[config.mk]
export PLATFORM = sky130hd
export DESIGN_NAME = pc_fetch_ctrl_abc
export DESIGN_NICKNAME = d
export VERILOG_FILES = /design/src/rtl/pc_fetch_ctrl_abc_pkg.sv /design/src/rtl/pc_fetch_ctrl_abc_branch_lut.sv /design/src/rtl/pc_fetch_ctrl_abc.sv
export SDC_FILE = /design/constraint.sdc
export NUM_CORES = 1
export LEC_CHECK = 0
export CORE_MARGIN = 1
export CORE_UTILIZATION = 30
export DETAILED_ROUTE_END_ITERATION = 10
export DONT_BUFFER_PORTS = 1
export PLACE_DENSITY = 0.48
export SYNTH_ARGS = -nofsm -noshare
export SYNTH_HDL_FRONTEND = slang
export SYNTH_SLANG_ARGS = --single-unit
[constraint.sdc]
create_clock -name clk -period 4.05 [get_ports clk]
set_input_delay 0 -clock clk [delete_from_list [all_inputs] [get_ports clk]]
set_output_delay 0 -clock clk [all_outputs]
set_load 0.05 [all_outputs]
[src/rtl/pc_fetch_ctrl_abc_pkg.sv]
// Shared types and constants for the PC/fetch sequencer: FSM states, widths, branch-target table.
package pc_fetch_ctrl_abc_pkg;

  localparam int DEF_PC_W       = 10;
  localparam int DEF_LUT_IDX_W  = 4;
  localparam int DEF_START_ADDR = 0;
  localparam int LUT_DEPTH      = 2 ** DEF_LUT_IDX_W;

  typedef enum logic [1:0] {
    IDLE   = 2'd0,
    RUN    = 2'd1,
    HALTED = 2'd2
  } fetch_st_e;

  typedef logic [DEF_PC_W-1:0] pc_t;

  // Entry i holds i*16; regenerated by the assembler flow when the program layout changes.
  localparam pc_t kBR_LUT [LUT_DEPTH] = '{
    10'd0,   10'd16,  10'd32,  10'd48,  10'd64,  10'd80,  10'd96,  10'd112,
    10'd128, 10'd144, 10'd160, 10'd176, 10'd192, 10'd208, 10'd224, 10'd240
  };

endpackage

[src/rtl/pc_fetch_ctrl_abc_branch_lut.sv]
// Combinational branch-index to target-address lookup over the constant table.
// Zero latency; no flow control (pure combinational).
module branch_lut_abc
  import pc_fetch_ctrl_abc_pkg::*;
#(
  parameter int PC_W      = DEF_PC_W,
  parameter int LUT_IDX_W = DEF_LUT_IDX_W
) (
  input  logic [LUT_IDX_W-1:0] idx,
  output logic [PC_W-1:0]      target
);

  assign target = PC_W'(kBR_LUT[idx]);

endmodule

[src/rtl/pc_fetch_ctrl_abc.sv]
// PC/fetch sequencer: IDLE/RUN/HALTED FSM, PC register, ALU carry flop, wrap flag and branch counter.
// New PC visible one edge after the deciding inputs; STALL freezes every register while running.
module pc_fetch_ctrl_abc
  import pc_fetch_ctrl_abc_pkg::*;
#(
  parameter int              PC_W       = DEF_PC_W,
  parameter int              LUT_IDX_W  = DEF_LUT_IDX_W,
  parameter logic [PC_W-1:0] START_ADDR = PC_W'(DEF_START_ADDR)
) (
  input  logic                 clk,
  input  logic                 rst_n,
  input  logic                 start,
  input  logic                 stall,
  input  logic                 halt,
  input  logic                 br_en,
  input  logic                 br_flag,
  input  logic [LUT_IDX_W-1:0] br_idx,
  input  logic                 sc_we,
  input  logic                 sc_out_alu,
  output logic                 sc_in_alu,
  output logic [PC_W-1:0]      pc,
  output logic                 fetch_valid,
  output logic                 done,
  output logic                 pc_wrap,
  output logic [7:0]           br_cnt
);

  fetch_st_e       state_q, state_d;
  logic [PC_W-1:0] pc_q, pc_d;
  logic            sc_q, sc_d;
  logic            wrap_q, wrap_d;
  logic [7:0]      cnt_q, cnt_d;
  logic [PC_W-1:0] br_target;

  branch_lut_abc #(
    .PC_W      (PC_W),
    .LUT_IDX_W (LUT_IDX_W)
  ) u_lut (
    .idx    (br_idx),
    .target (br_target)
  );

  always_ff @(posedge clk or negedge rst_n) begin
    if (!rst_n) begin
      state_q <= IDLE;
      pc_q    <= START_ADDR;
      sc_q    <= 1'b0;
      wrap_q  <= 1'b0;
      cnt_q   <= 8'd0;
    end else begin
      state_q <= state_d;
      pc_q    <= pc_d;
      sc_q    <= sc_d;
      wrap_q  <= wrap_d;
      cnt_q   <= cnt_d;
    end
  end

  always_comb begin
    state_d = state_q;
    pc_d    = pc_q;
    sc_d    = sc_q;
    wrap_d  = wrap_q;
    cnt_d   = cnt_q;
    unique case (state_q)
      IDLE, HALTED: begin
        if (start) begin
          state_d = RUN;
          pc_d    = START_ADDR;
          sc_d    = 1'b0;
          wrap_d  = 1'b0;
          cnt_d   = 8'd0;
        end
      end
      RUN: begin
        if (!stall) begin
          // Carry capture is independent of which PC source wins, including the halt cycle.
          if (sc_we) sc_d = sc_out_alu;
          if (halt) begin
            state_d = HALTED;
          end else if (br_en && br_flag) begin
            pc_d  = br_target;
            cnt_d = (cnt_q == 8'hFF) ? cnt_q : cnt_q + 8'd1;
          end else begin
            pc_d = pc_q + PC_W'(1);
            if (&pc_q) wrap_d = 1'b1;
          end
        end
      end
      default: state_d = IDLE;
    endcase
  end

  assign pc          = pc_q;
  assign sc_in_alu   = sc_q;
  assign pc_wrap     = wrap_q;
  assign br_cnt      = cnt_q;
  assign fetch_valid = (state_q == RUN);
  assign done        = (state_q == HALTED);

endmodule

==> flow_summary.html, run 1 <==
<table>
<tr><th>Metric</th><th>Value</th></tr>
<tr><th colspan="2">Pwr</th></tr>
<tr><td>Maximum vdd ir drop</td><td>between 0.00015 and 0.0002 V</td></tr>
<tr><td>Power per unit of standard cell area</td><td>489 nW/um^2</td></tr>
<tr><td>Leakage dissipation</td><td>0.565 nW</td></tr>
<tr><td>Total power</td><td>0.677 mW</td></tr>
<tr><th colspan="2">STA</th></tr>
<tr><td>Final setup vio count</td><td>0</td></tr>
<tr><td>Final-report max-slew violation count</td><td>0</td></tr>
<tr><td>Worst max-slew margin expressed relative to the limit</td><td>29.6%</td></tr>
<tr><td>Maximum operating frequency</td><td>~0.41 GHz</td></tr>
<tr><td>Period utilisation layout</td><td>60.4%</td></tr>
<tr><td>Setup repair after global routing missed its margin</td><td>no</td></tr>
<tr><td>Minimum clock period</td><td>2.45 ns</td></tr>
<tr><td>Setup_tns</td><td>0 ns</td></tr>
<tr><td>Worst-case clock skew</td><td>~0.0034 ns</td></tr>
<tr><td>Hold Violations, Final</td><td>0</td></tr>
<tr><td>Least setup slack across all paths after layout</td><td>roughly 1.6 ns</td></tr>
<tr><td>Transition time of the tightest slew-check pin</td><td>~1.1 ns</td></tr>
<tr><th colspan="2">Flow run</th></tr>
<tr><td>Number of max-cap violations</td><td>0</td></tr>
<tr><th colspan="2">Clock network</th></tr>
<tr><td>Later-pin clock latency in the skew report</td><td>roughly 0.26 ns</td></tr>
<tr><td>Root buffer cell</td><td>clkbuf_8</td></tr>
<tr><td>H-tree depth</td><td>1</td></tr>
<tr><td>Num Clock Sinks</td><td>22</td></tr>
<tr><td>CTS tree</td><td>yes</td></tr>
<tr><td>CTS clk-pin slew, worst paths</td><td>0.08 ns</td></tr>
<tr><td>Clock buffers created by TritonCTS</td><td>3</td></tr>
<tr><td>Largest buffer count on any clock path</td><td>2</td></tr>
<tr><th colspan="2">Setup path</th></tr>
<tr><td>Required time reported for the critical path endpoint</td><td>~4.2 ns</td></tr>
<tr><td>Worst Path Buf+Inv</td><td>2</td></tr>
<tr><td>Endpoint kind of the worst setup timing path</td><td>flop</td></tr>
<tr><td>Top fanout value on the critical path</td><td>8</td></tr>
<tr><td>Worst reg2reg path startpoint</td><td>state_q[0]</td></tr>
<tr><td>Startpoint type of the worst setup path</td><td>flop</td></tr>
<tr><td>Source of the critical timing path</td><td>state_q[0]</td></tr>
<tr><td>Critical-path cell list</td><td>nand2b_1, clkinv_1, a32o_1, dlygate4sd3_1</td></tr>
<tr><td>CP max stage cell</td><td>clkinv_1</td></tr>
<tr><td>Cell class contributing the biggest share of worst-path delay</td><td>buffers and inverters</td></tr>
<tr><td>Critical path's largest stage delay</td><td>0.60 ns</td></tr>
<tr><td>Critical path data arrival time</td><td>2.59 ns</td></tr>
<tr><td>Type of the setup path with the least slack</td><td>flop to flop</td></tr>
<tr><th colspan="2">Synth</th></tr>
<tr><td>Synth Register Bits</td><td>22</td></tr>
<tr><td>Synthesized area per cell</td><td>9.00 um^2</td></tr>
<tr><td>Cell area after synthesis</td><td>between 1000 and 1500 um^2</td></tr>
<tr><td>Share of synthesized flip-flops with an asynchronous set or reset</td><td>100%</td></tr>
<tr><td>Ys Warns</td><td>0</td></tr>
<tr><td>Gate count after technology mapping</td><td>134</td></tr>
<tr><td>Portion of the post-synthesis area used by sequential elements</td><td>~46%</td></tr>
<tr><td>Count of cell types in the netlist</td><td>40</td></tr>
<tr><td>Synth Flop Type</td><td>dfrtp_1</td></tr>
<tr><td>Synthesized netlist net count</td><td>around 150</td></tr>
<tr><td>Number of enable flip-flop cells after synthesis</td><td>0</td></tr>
<tr><th colspan="2">Floorplan</th></tr>
<tr><td>Die area</td><td>~4300 um^2</td></tr>
<tr><td>IO Count</td><td>35</td></tr>
<tr><td>Die outline width</td><td>65.4 um</td></tr>
<tr><td>Row count</td><td>22</td></tr>
<tr><td>Die extent in y</td><td>65.4 um</td></tr>
<tr><td>Core Region</td><td>3770 um^2</td></tr>
<tr><td>Initial Utilization</td><td>about a third</td></tr>
<tr><th colspan="2">GRT</th></tr>
<tr><td>Total global routing overflow</td><td>0</td></tr>
<tr><td>Global-route wire length before repair</td><td>about 5300 um</td></tr>
<tr><td>Global routing usage summed across all routing layers</td><td>16.2%</td></tr>
<tr><td>Initial antenna violation count</td><td>0</td></tr>
<tr><td>Number of global-route vias before repair</td><td>1064</td></tr>
<tr><td>Maximum number of pins on one net before global-route repair</td><td>23</td></tr>
<tr><th colspan="2">Cells and area</th></tr>
<tr><td>Finished Layout Cells</td><td>190</td></tr>
<tr><td>Signed area change from the synthesized netlist to the final layout</td><td>14.9%</td></tr>
<tr><td>Layout net count</td><td>159</td></tr>
<tr><td>Most frequent cells in the layout</td><td>dfrtp_1, nand2_1, o21ai_0, dlygate4sd3_1, nor2_1</td></tr>
<tr><td>Diodes inserted</td><td>0</td></tr>
<tr><td>Final core occ</td><td>36.8%</td></tr>
<tr><td>Layout cell share with drive strength beyond 1</td><td>2.82%</td></tr>
<tr><td>Commonest non-fill, non-tap cell in the layout</td><td>dfrtp_1</td></tr>
<tr><th colspan="2">Detailed routing</th></tr>
<tr><td>Vias after detailed routing</td><td>1067</td></tr>
<tr><td>Number of DRC violations after detailed routing</td><td>0</td></tr>
<tr><td>Routed Wire Length</td><td>3120 um</td></tr>
<tr><td>Number of nets with antenna violations after routing</td><td>0</td></tr>
<tr><td>Wire per inst</td><td>16.4 um</td></tr>
<tr><td>Router iterations before antenna repair</td><td>4</td></tr>
<tr><td>Post-DR vias/cell</td><td>5.62</td></tr>
<tr><td>Number of DRC markers in iteration 0</td><td>32</td></tr>
<tr><th colspan="2">Outcome</th></tr>
<tr><td>Status</td><td>finished, final reports clean</td></tr>
<tr><th colspan="2">Placed design</th></tr>
<tr><td>Placer Congestion</td><td>0.823</td></tr>
<tr><td>Number of cells after detailed placement</td><td>about 180</td></tr>
<tr><td>Setup WS pre-CTS</td><td>around 1.6 ns</td></tr>
<tr><td>Count of input and output buffers</td><td>0</td></tr>
<tr><td>Final HPWL from detailed placement</td><td>2260 um</td></tr>
<tr><th colspan="2">Min path</th></tr>
<tr><td>Hold/Removal Path Class</td><td>primary input to flop</td></tr>
<tr><td>Hold path startpoint</td><td>start</td></tr>
</table>
cell type report:
type	instances	area, um^2
Fill cell	376	2380
Multi-Input combinational cell	102	616
Sequential cell	22	551
Timing Repair Buffer	10	100
Tap cell	48	60.1
Clock buffer	3	41.3
Inverter	5	18.8
worst register-to-register path, stage by stage (launching register included):
cell,delay [ns]
dfrtp_1,0.42
nand2b_1,0.30
clkinv_1,0.60
a32o_1,0.46
dlygate4sd3_1,0.55
repair_timing:
action / in CTS / in global routing
hold buffers: 10 / 0
endpoints found under the hold margin: 29 / 0
setup endpoints to repair: 0 / 0
setup buffers: 0 / 0
gates resized for setup: 0 / 0
metrics by stage:
stage,hold WS (ns),instance area [um^2]
6_report,0.00623,1390
2_1_floorplan,-0.296,1210
5_1_grt,0.00698,1390
3_5_place_dp,-0.295,1240
4_1_cts,0.00670,1390
3_3_place_gp,-0.295,1240
cell usage after synthesis, drive strengths merged, types with 3 or more instances:
cell type / n / area (um^2)
o21ai: 11 / 55.1
nand2b: 5 / 31.3
nor4: 6 / 37.5
o31ai: 3 / 22.5
a21oi: 6 / 30.0
clkbuf: 3 / 11.3
dfrtp: 22 / 551
o2bb2ai: 3 / 26.3
nand3: 6 / 30.0
nand2: 16 / 60.1
nor2: 8 / 30.0
nor3: 5 / 25.0
inv: 4 / 15.0
report_power, final:
group          internal, mW  total, mW  leakage, nW  switching, mW
logic                0.0589      0.175        0.243          0.117
clock network        0.0663      0.135       0.0216         0.0687
registers             0.246      0.367        0.301          0.121
total                 0.371      0.677        0.565          0.306
routing by layer:
layer	wire, um	vias up	global-route usage [%]
met5	0	-	0
met4	22	0	5.98
met3	208	2	5.38
met2	1430	33	24.6
met1	1450	510	21.3
li1	-	522	-
flip-flops by register name (all words and copies together), names as in the netlist:
| register | count |
|---|---|
| pc | 10 |
| pc_wrap | 1 |
| state_q | 2 |
| br_cnt | 8 |
| sc_in_alu | 1 |
logic make-up after synthesis:
logic type	after synthesis	synth area share, %
buffers and inverters	10	3.32
and+or+nand+nor	57	24.1
adders and majority gates	2	2.07
AOI/OAI and AO/OA	41	23.1
DFF	22	45.6
muxes	2	1.76
path summary, 6_finish.rpt:
kind,endpoint,slack [ns],cells after the start
min in group asynchronous,pc[0],0.38,1
setup / recovery,state_q[1],1.60,4
hold / removal,br_cnt[3],0.006,2
setup reg to reg,state_q[1],1.60,4
hold reg to reg,pc[3],0.77,3
max in group asynchronous,pc[4],3.04,1
Power figures use the tool's default switching activity.
==> inputs of run 2 (changes only) <==
- clock period: 4.05 -> 2.57 ns (I/O delays scaled with it)
==> flow_summary.html, run 2 (synthesis results as in run 1) <==
<table>
<tr><th>Metric</th><th>Value</th></tr>
<tr><th colspan="2">GRT</th></tr>
<tr><td>Maximum number of pins on one net before global-route repair</td><td>23 (unchanged)</td></tr>
<tr><td>Total global routing overflow</td><td>0 (unchanged)</td></tr>
<tr><td>GRT busiest layer</td><td>met2 (unchanged)</td></tr>
<tr><td>Number of global-route vias before repair</td><td>1138 (was 1064)</td></tr>
<tr><td>Initial antenna violation count</td><td>0 (unchanged)</td></tr>
<tr><td>Global routing usage summed across all routing layers</td><td>16.6% (was 16.2%)</td></tr>
<tr><td>GR met2 Demand/Resource</td><td>27.8% (was 24.6%)</td></tr>
<tr><td>Global routing met1 resource utilization</td><td>21.4% (was 21.3%)</td></tr>
<tr><td>Met3 GRT Util</td><td>4.34% (was 5.38%)</td></tr>
<tr><td>Global-route wire length before repair</td><td>5390 um (was 5350 um)</td></tr>
<tr><th colspan="2">Detailed routing</th></tr>
<tr><td>Number of DRC violations after detailed routing</td><td>0 (unchanged)</td></tr>
<tr><td>Number of DRC markers in iteration 0</td><td>57 (was 32)</td></tr>
<tr><td>Router iterations before antenna repair</td><td>4 (unchanged)</td></tr>
<tr><td>Number of nets with antenna violations after routing</td><td>0 (unchanged)</td></tr>
<tr><td>Routed Wire Length</td><td>3240 um (was 3120 um)</td></tr>
<tr><td>Wire per inst</td><td>15.6 um (was 16.4 um)</td></tr>
<tr><td>Post-DR vias/cell</td><td>5.46 (was 5.62)</td></tr>
<tr><td>Vias after detailed routing</td><td>1136 (was 1067)</td></tr>
<tr><th colspan="2">Cells and area</th></tr>
<tr><td>Layout net count</td><td>177 (was 159)</td></tr>
<tr><td>Finished Layout Cells</td><td>208 (was 190)</td></tr>
<tr><td>Signed area change from the synthesized netlist to the final layout</td><td>26.3% (was 14.9%)</td></tr>
<tr><td>Most frequent cells in the layout</td><td>dfrtp_1, buf_4, nand2_1, o21ai_0, dlygate4sd3_1 (was dfrtp_1, nand2_1, o21ai_0, dlygate4sd3_1, nor2_1)</td></tr>
<tr><td>Diodes inserted</td><td>0 (unchanged)</td></tr>
<tr><td>Max reg flops</td><td>10 (unchanged)</td></tr>
<tr><td>Commonest non-fill, non-tap cell in the layout</td><td>dfrtp_1 (unchanged)</td></tr>
<tr><td>Layout cell share with drive strength beyond 1</td><td>13.1% (was 2.82%)</td></tr>
<tr><th colspan="2">Flow run</th></tr>
<tr><td>Number of max-cap violations</td><td>0 (unchanged)</td></tr>
<tr><th colspan="2">Clock network</th></tr>
<tr><td>CTS clk-pin slew, worst paths</td><td>0.08 ns (about the same)</td></tr>
<tr><td>H-tree depth</td><td>1 (unchanged)</td></tr>
<tr><td>Setup Buffers After CTS</td><td>0 (unchanged)</td></tr>
<tr><td>Root buffer cell</td><td>clkbuf_8 (unchanged)</td></tr>
<tr><td>CTS tree</td><td>yes (unchanged)</td></tr>
<tr><td>Clock buffers created by TritonCTS</td><td>3 (unchanged)</td></tr>
<tr><td>Later-pin clock latency in the skew report</td><td>0.27 ns (was 0.26 ns)</td></tr>
<tr><td>Num Clock Sinks</td><td>22 (unchanged)</td></tr>
<tr><td>Count of cells resized by post-cts repair</td><td>0 (unchanged)</td></tr>
<tr><td>Post-CTS Hold Buffers</td><td>11 (was 10)</td></tr>
<tr><td>Largest buffer count on any clock path</td><td>2 (unchanged)</td></tr>
<tr><th colspan="2">Placed design</th></tr>
<tr><td>Final HPWL from detailed placement</td><td>2350 um (was 2260 um)</td></tr>
<tr><td>Number of cells after detailed placement</td><td>194 (was 177)</td></tr>
<tr><td>Placer Congestion</td><td>0.787 (was 0.823)</td></tr>
<tr><td>Count of input and output buffers</td><td>0 (unchanged)</td></tr>
<tr><th colspan="2">Floorplan</th></tr>
<tr><td>Initial Utilization</td><td>32.0% (unchanged)</td></tr>
<tr><td>Die area</td><td>4280 um^2 (unchanged)</td></tr>
<tr><td>Die extent in y</td><td>65.4 um (unchanged)</td></tr>
<tr><td>Core Region</td><td>3770 um^2 (unchanged)</td></tr>
<tr><td>IO Count</td><td>35 (unchanged)</td></tr>
<tr><td>Die outline width</td><td>65.4 um (unchanged)</td></tr>
<tr><td>Row count</td><td>22 (unchanged)</td></tr>
<tr><th colspan="2">Setup path</th></tr>
<tr><td>Endpoint kind of the worst setup timing path</td><td>flop (unchanged)</td></tr>
<tr><td>Required time reported for the critical path endpoint</td><td>2.73 ns (was 4.19 ns)</td></tr>
<tr><td>Top fanout value on the critical path</td><td>8 (unchanged)</td></tr>
<tr><td>Startpoint type of the worst setup path</td><td>flop (unchanged)</td></tr>
<tr><td>Critical path data arrival time</td><td>2.23 ns (was 2.59 ns)</td></tr>
<tr><td>Type of the setup path with the least slack</td><td>flop to flop (unchanged)</td></tr>
<tr><th colspan="2">STA</th></tr>
<tr><td>Minimum clock period</td><td>2.07 ns (was 2.45 ns)</td></tr>
<tr><td>Worst max-slew margin expressed relative to the limit</td><td>31.0% (was 29.6%)</td></tr>
<tr><td>Hold Violations, Final</td><td>0 (unchanged)</td></tr>
<tr><td>Transition time of the tightest slew-check pin</td><td>1.03 ns (was 1.05 ns)</td></tr>
<tr><td>Hold slack</td><td>0.0871 ns (was 0.00623 ns)</td></tr>
<tr><td>Worst-case clock skew</td><td>0.00121 ns (was 0.00337 ns)</td></tr>
<tr><td>Period utilisation layout</td><td>80.6% (was 60.4%)</td></tr>
<tr><td>Setup repair after global routing missed its margin</td><td>no (unchanged)</td></tr>
<tr><td>Maximum operating frequency</td><td>0.483 GHz (was 0.409 GHz)</td></tr>
<tr><td>Final setup vio count</td><td>0 (unchanged)</td></tr>
<tr><td>Final-report max-slew violation count</td><td>0 (unchanged)</td></tr>
<tr><td>Setup_tns</td><td>0 ns (unchanged)</td></tr>
<tr><th colspan="2">Pwr</th></tr>
<tr><td>Leakage dissipation</td><td>0.660 nW (was 0.565 nW)</td></tr>
<tr><td>Sw Share</td><td>43.9% (was 45.2%)</td></tr>
<tr><td>Power per unit of standard cell area</td><td>744 nW/um^2 (was 489 nW/um^2)</td></tr>
<tr><td>Maximum vdd ir drop</td><td>0.000389 V (was 0.000194 V)</td></tr>
<tr><td>Combinational fraction of design power</td><td>40.8% (was 25.9%)</td></tr>
<tr><td>Part of the power in registers</td><td>39.7% (was 54.2%)</td></tr>
<tr><td>Part of the power in the clock network</td><td>19.5% (was 19.9%)</td></tr>
<tr><td>Switching power</td><td>0.497 mW (was 0.306 mW)</td></tr>
<tr><td>Cell-internal power</td><td>0.636 mW (was 0.371 mW)</td></tr>
<tr><th colspan="2">Min path</th></tr>
<tr><td>Hold/Removal Path Class</td><td>primary input to flop (unchanged)</td></tr>
<tr><th colspan="2">Outcome</th></tr>
<tr><td>Status</td><td>finished, final reports clean (unchanged)</td></tr>
</table>
[run 2: changes by cell type in the layout (fill, tap and decap cells not counted)]
cell,before,now
buf_4,0,17
dlygate4sd3_1,10,11
[run 2: power by group through the flow]
stage	clock network, mW	logic, mW	registers [mW]
2_1_floorplan	0	0.204	0.570
3_3_place_gp	0	0.430	0.456
3_5_place_dp	0	0.433	0.457
4_1_cts	0.228	0.462	0.450
5_1_grt	0.237	0.499	0.458
6_report	0.221	0.462	0.450
[run 2: area by class of cell]
type | count | area [um^2]
repair buffers | 28 | 238
inverters | 5 | 18.8
flip-flops and latches | 22 | 551
fillers | 388 | 2250
well taps | 48 | 60.1
multi-input cells | 102 | 616
clock buffers | 3 | 41.3
[run 2: critical path, cell delays in order, from the launching register on]
cell and delay (ns):
dfrtp_1 0.40, or4b_1 0.70, a221o_1 0.42, o31a_1 0.26, o21a_1 0.19
[run 2: per-stage QoR]
| step | util (%) | power (mW) | cell area, um^2 | worst slack [ns] |
|---|---|---|---|---|
| after global placement | 36.4 | 0.885 | 1370 | 0.563 |
| after CTS | 40.4 | 1.14 | 1520 | 0.498 |
| after floorplan | - | 0.775 | 1210 | 0.510 |
| final | 40.4 | 1.13 | 1520 | 0.499 |
| after detailed placement | 36.4 | 0.891 | 1370 | 0.521 |
| after global routing | 40.4 | 1.19 | 1520 | 0.427 |
[run 2: metal layers]
metal  part of all wire [%]  routed length (um)  vias to the layer above
met5                      0                   0                        -
li1                       -                   -                      559
met3                    6.8                 219                        3
met1                     46                1480                      542
met2                     47                1530                       32
met4                   0.37                  12                        0
[run 2: path summary, 6_finish.rpt]
check | start | endpoint | slack (ns) | cells past startpoint
min in group asynchronous | rst_n | br_cnt[4] | 0.36 | 1
max in group asynchronous | rst_n | br_cnt[1] | 1.59 | 1
worst min register to register | pc[0] | pc[0] | 0.58 | 1
worst max register to register | state_q[1] | br_cnt[5] | 0.50 | 4
worst max-delay path | state_q[1] | br_cnt[5] | 0.50 | 4
worst min-delay path | stall | pc[3] | 0.09 | 3
==> inputs of run 3 (changes only) <==
- ABC_AREA: unset -> 1
- clock period: 2.57 -> 2.1 ns (I/O delays scaled with it)
==> flow_summary.html, run 3 <==
<table>
<tr><th>Metric</th><th>Value</th></tr>
<tr><th colspan="2">Outcome</th></tr>
<tr><td>Status</td><td>finished, final reports clean (unchanged)</td></tr>
<tr><th colspan="2">STA</th></tr>
<tr><td>Hold Violations, Final</td><td>0 (unchanged)</td></tr>
<tr><td>Maximum operating frequency</td><td>0.668 GHz (was 0.483 GHz)</td></tr>
<tr><td>Setup repair after global routing missed its margin</td><td>no (unchanged)</td></tr>
<tr><td>Hold slack</td><td>0.0207 ns (was 0.0871 ns)</td></tr>
<tr><td>Setup_tns</td><td>0 ns (unchanged)</td></tr>
<tr><td>Transition time of the tightest slew-check pin</td><td>0.576 ns (was 1.03 ns)</td></tr>
<tr><td>Least setup slack across all paths after layout</td><td>0.604 ns (was 0.499 ns)</td></tr>
<tr><td>Worst-case clock skew</td><td>0.00179 ns (was 0.00121 ns)</td></tr>
<tr><td>Final-report max-slew violation count</td><td>0 (unchanged)</td></tr>
<tr><td>Minimum clock period</td><td>1.50 ns (was 2.07 ns)</td></tr>
<tr><td>Period utilisation layout</td><td>71.2% (was 80.6%)</td></tr>
<tr><td>Final setup vio count</td><td>0 (unchanged)</td></tr>
<tr><td>Worst max-slew margin expressed relative to the limit</td><td>61.6% (was 31.0%)</td></tr>
<tr><th colspan="2">GRT</th></tr>
<tr><td>Initial antenna violation count</td><td>0 (unchanged)</td></tr>
<tr><td>Maximum number of pins on one net before global-route repair</td><td>23 (unchanged)</td></tr>
<tr><td>Global routing usage summed across all routing layers</td><td>14.9% (was 16.6%)</td></tr>
<tr><td>Number of global-route vias before repair</td><td>1215 (was 1138)</td></tr>
<tr><td>Global-route wire length before repair</td><td>5800 um (was 5390 um)</td></tr>
<tr><td>Total global routing overflow</td><td>0 (unchanged)</td></tr>
<tr><th colspan="2">Cells and area</th></tr>
<tr><td>Signed area change from the synthesized netlist to the final layout</td><td>23.0% (was 26.3%)</td></tr>
<tr><td>Most frequent cells in the layout</td><td>nand2_1, nor2_1, dfrtp_1, inv_1, buf_4 (was dfrtp_1, buf_4, nand2_1, o21ai_0, dlygate4sd3_1)</td></tr>
<tr><td>Layout cell share with drive strength beyond 1</td><td>15.9% (was 13.1%)</td></tr>
<tr><td>Non-Filler Cell Area, Final</td><td>1690 um^2 (was 1520 um^2)</td></tr>
<tr><td>Commonest non-fill, non-tap cell in the layout</td><td>nand2_1 (was dfrtp_1)</td></tr>
<tr><td>Final core occ</td><td>38.5% (was 40.4%)</td></tr>
<tr><td>Layout net count</td><td>243 (was 177)</td></tr>
<tr><td>Finished Layout Cells</td><td>278 (was 208)</td></tr>
<tr><td>Fill cell total of the finished layout</td><td>484 (was 388)</td></tr>
<tr><td>Diodes inserted</td><td>0 (unchanged)</td></tr>
<tr><td>Max reg flops</td><td>10 (unchanged)</td></tr>
<tr><th colspan="2">Synth</th></tr>
<tr><td>Ys Warns</td><td>0 (unchanged)</td></tr>
<tr><td>Leading cell types by count after synthesis</td><td>nand2_1, nor2_1, dfrtp_1, inv_1, nand3_1 (was dfrtp_1, nand2_1, o21ai_0, nor2_1)</td></tr>
<tr><td>Main combinational cell family by area after synthesis</td><td>simple AND/OR/NAND/NOR gates (unchanged)</td></tr>
<tr><td>Compound-gate portion of the synthesized area</td><td>5.29% (was 23.1%)</td></tr>
<tr><td>Gate count after technology mapping</td><td>199 (was 134)</td></tr>
<tr><td>Top-area cell type share of the netlist area</td><td>40.1% (was 45.6%)</td></tr>
<tr><td>Synth area leader</td><td>dfrtp_1 (unchanged)</td></tr>
<tr><td>Post-synthesis share of cell area spent on full adders, half adders and majority gates</td><td>1.82% (was 2.07%)</td></tr>
<tr><td>Synth Register Bits</td><td>22 (unchanged)</td></tr>
<tr><td>Portion of the post-synthesis area used by sequential elements</td><td>40.1% (was 45.6%)</td></tr>
<tr><td>Synthesized area per cell</td><td>6.90 um^2 (was 9.00 um^2)</td></tr>
<tr><td>Synth Flop Type</td><td>dfrtp_1 (unchanged)</td></tr>
<tr><td>Fraction of synthesized cell area in xor and xnor cells</td><td>1.91% (was 0%)</td></tr>
<tr><td>Cell types with the largest area share after synthesis</td><td>dfrtp_1, nand2_1, nor2_1 (was dfrtp_1, nand2_1, o21ai_0)</td></tr>
<tr><td>Count of cell types in the netlist</td><td>25 (was 40)</td></tr>
<tr><td>Share of cell area taken by muxes after synthesis</td><td>0% (was 1.76%)</td></tr>
<tr><td>Number of enable flip-flop cells after synthesis</td><td>0 (unchanged)</td></tr>
<tr><td>Synthesized netlist net count</td><td>214 (was 149)</td></tr>
<tr><td>Share of synthesized flip-flops with an asynchronous set or reset</td><td>100% (unchanged)</td></tr>
<tr><td>Cell area after synthesis</td><td>1370 um^2 (was 1210 um^2)</td></tr>
<tr><td>Most frequently used cell type in the post-synthesis netlist</td><td>nand2_1 (was dfrtp_1)</td></tr>
<tr><td>Post-synthesis share of cell area spent on and, or, nand and nor gates</td><td>43.5% (was 24.1%)</td></tr>
<tr><th colspan="2">Pwr</th></tr>
<tr><td>Power per unit of standard cell area</td><td>1200 nW/um^2 (was 744 nW/um^2)</td></tr>
<tr><td>Maximum vdd ir drop</td><td>0.000542 V (was 0.000389 V)</td></tr>
<tr><td>Leakage dissipation</td><td>0.865 nW (was 0.660 nW)</td></tr>
<tr><td>Total power</td><td>2.03 mW (was 1.13 mW)</td></tr>
<tr><th colspan="2">Min path</th></tr>
<tr><td>Hold path startpoint</td><td>sc_we (was stall)</td></tr>
<tr><td>Hold/Removal Path Class</td><td>primary input to flop (unchanged)</td></tr>
<tr><td>Worst hold path depth</td><td>3 (unchanged)</td></tr>
<tr><td>Hold Path End</td><td>sc_in_alu (was pc[3])</td></tr>
<tr><th colspan="2">Setup path</th></tr>
<tr><td>Reg-to-Reg End</td><td>br_cnt[5] (unchanged)</td></tr>
<tr><td>Endpoint kind of the worst setup timing path</td><td>flop (unchanged)</td></tr>
<tr><td>Critical path data arrival time</td><td>1.70 ns (was 2.23 ns)</td></tr>
<tr><td>Critical-path cell list</td><td>o21a_1, nor2_4, nand2_2, nor2_4, nand2_1, nand2_1 (was or4b_1, a221o_1, o31a_1, o21a_1)</td></tr>
<tr><td>Top fanout value on the critical path</td><td>12 (was 8)</td></tr>
<tr><td>Depth of the worst register-to-register path</td><td>6 (was 4)</td></tr>
<tr><td>Source of the critical timing path</td><td>state_q[1] (unchanged)</td></tr>
<tr><td>Type of the setup path with the least slack</td><td>flop to flop (unchanged)</td></tr>
<tr><td>Startpoint type of the worst setup path</td><td>flop (unchanged)</td></tr>
<tr><td>Required time reported for the critical path endpoint</td><td>2.30 ns (was 2.73 ns)</td></tr>
<tr><td>Critical path's largest stage delay</td><td>0.43 ns (was 0.70 ns)</td></tr>
<tr><td>Worst R2R Setup Slack</td><td>0.60 ns (was 0.50 ns)</td></tr>
<tr><td>CP max stage cell</td><td>dfrtp_1 (was or4b_1)</td></tr>
<tr><td>Worst reg2reg path startpoint</td><td>state_q[1] (unchanged)</td></tr>
<tr><th colspan="2">Clock network</th></tr>
<tr><td>Count of cells resized by post-cts repair</td><td>0 (unchanged)</td></tr>
<tr><td>Clock buffers created by TritonCTS</td><td>3 (unchanged)</td></tr>
<tr><td>CTS tree</td><td>yes (unchanged)</td></tr>
<tr><td>Post-CTS Hold Buffers</td><td>8 (was 11)</td></tr>
<tr><td>Root buffer cell</td><td>clkbuf_8 (unchanged)</td></tr>
<tr><td>Largest buffer count on any clock path</td><td>2 (unchanged)</td></tr>
<tr><td>Num Clock Sinks</td><td>22 (unchanged)</td></tr>
<tr><td>Later-pin clock latency in the skew report</td><td>0.26 ns (was 0.27 ns)</td></tr>
<tr><td>CTS clk-pin slew, worst paths</td><td>0.08 ns (about the same)</td></tr>
<tr><td>H-tree depth</td><td>1 (unchanged)</td></tr>
<tr><td>Setup Buffers After CTS</td><td>0 (unchanged)</td></tr>
<tr><th colspan="2">Floorplan</th></tr>
<tr><td>Row count</td><td>24 (was 22)</td></tr>
<tr><td>Die extent in y</td><td>69.6 um (was 65.4 um)</td></tr>
<tr><td>Die area</td><td>4850 um^2 (was 4280 um^2)</td></tr>
<tr><td>Die outline width</td><td>69.6 um (was 65.4 um)</td></tr>
<tr><td>IO Count</td><td>35 (unchanged)</td></tr>
<tr><td>Core Region</td><td>4380 um^2 (was 3770 um^2)</td></tr>
<tr><td>Initial Utilization</td><td>31.3% (was 32.0%)</td></tr>
<tr><th colspan="2">Detailed routing</th></tr>
<tr><td>Routed Wire Length</td><td>3350 um (was 3240 um)</td></tr>
<tr><td>Wire per inst</td><td>12.0 um (was 15.6 um)</td></tr>
<tr><td>Number of DRC violations after detailed routing</td><td>0 (unchanged)</td></tr>
<tr><td>Vias after detailed routing</td><td>1282 (was 1136)</td></tr>
<tr><td>Number of DRC markers in iteration 0</td><td>35 (was 57)</td></tr>
<tr><td>Router iterations before antenna repair</td><td>4 (unchanged)</td></tr>
<tr><td>Number of nets with antenna violations after routing</td><td>0 (unchanged)</td></tr>
<tr><td>Post-DR vias/cell</td><td>4.61 (was 5.46)</td></tr>
<tr><th colspan="2">Placed design</th></tr>
<tr><td>Count of input and output buffers</td><td>0 (unchanged)</td></tr>
<tr><td>Placer Congestion</td><td>0.723 (was 0.787)</td></tr>
<tr><td>Number of cells after detailed placement</td><td>267 (was 194)</td></tr>
<tr><td>Setup WS pre-CTS</td><td>0.607 ns (was 0.521 ns)</td></tr>
<tr><td>Final HPWL from detailed placement</td><td>2440 um (was 2350 um)</td></tr>
<tr><td>Post-detailed-placement cell area</td><td>1560 um^2 (was 1370 um^2)</td></tr>
<tr><th colspan="2">Flow run</th></tr>
<tr><td>Number of max-cap violations</td><td>0 (unchanged)</td></tr>
</table>
## run 3: worst max path at each step
stage,end,slack [ns],depth (start not counted)
6_report,br_cnt[5],0.60,6
5_1_grt,br_cnt[5],0.45,8
4_1_cts,br_cnt[6],0.59,6
3_5_place_dp,br_cnt[5],0.61,6
3_3_place_gp,br_cnt[5],0.63,6
2_1_floorplan,br_cnt[0],0.36,8
## run 3: cells by family (layout without fill, tap and decap cells)
group                      count (synthesis)  after routing
adders and majority gates                  2              2
and+or+nand+nor                          135            135
AOI/OAI and AO/OA                         13             13
DFF                                       22             22
xor gates and xnor gates                   3              3
buffers and inverters                     24             51
## run 3: cell type report
cell class / count / area (um^2) / share of cell area (%)
clock buffer: 3 / 41.3 / 2.45
inverter: 22 / 85.1 / 5.04
multi-input combinational: 153 / 721 / 42.7
sequential: 22 / 551 / 32.6
tap: 52 / 65.1 / 3.85
timing repair buffer: 26 / 225 / 13.3
## run 3: worst max-delay path, delay by kind of cell (launching register included)
family / cells / cell delay [ns]
AND/OR/NAND/NOR: 5 / 0.78
AO/OA/AOI/OAI: 1 / 0.23
flip-flops: 1 / 0.43
## run 3: metal layers
layer / wire (um) / GRT usage (%) / vias to the layer above
li1: - / - / 681
met3: 179 / 4.07 / 2
met1: 1610 / 20.9 / 568
met5: 0 / 0 / -
met2: 1540 / 23.4 / 31
met4: 18 / 2.00 / 0
## run 3: where the power goes
group / leakage (nW) / total [mW] / switching (mW) / internal [mW]
Sequential: 0.298 / 0.638 / 0.122 / 0.516
Combinational: 0.545 / 1.12 / 0.816 / 0.303
Clock: 0.0216 / 0.273 / 0.144 / 0.128
Total: 0.865 / 2.03 / 1.08 / 0.947
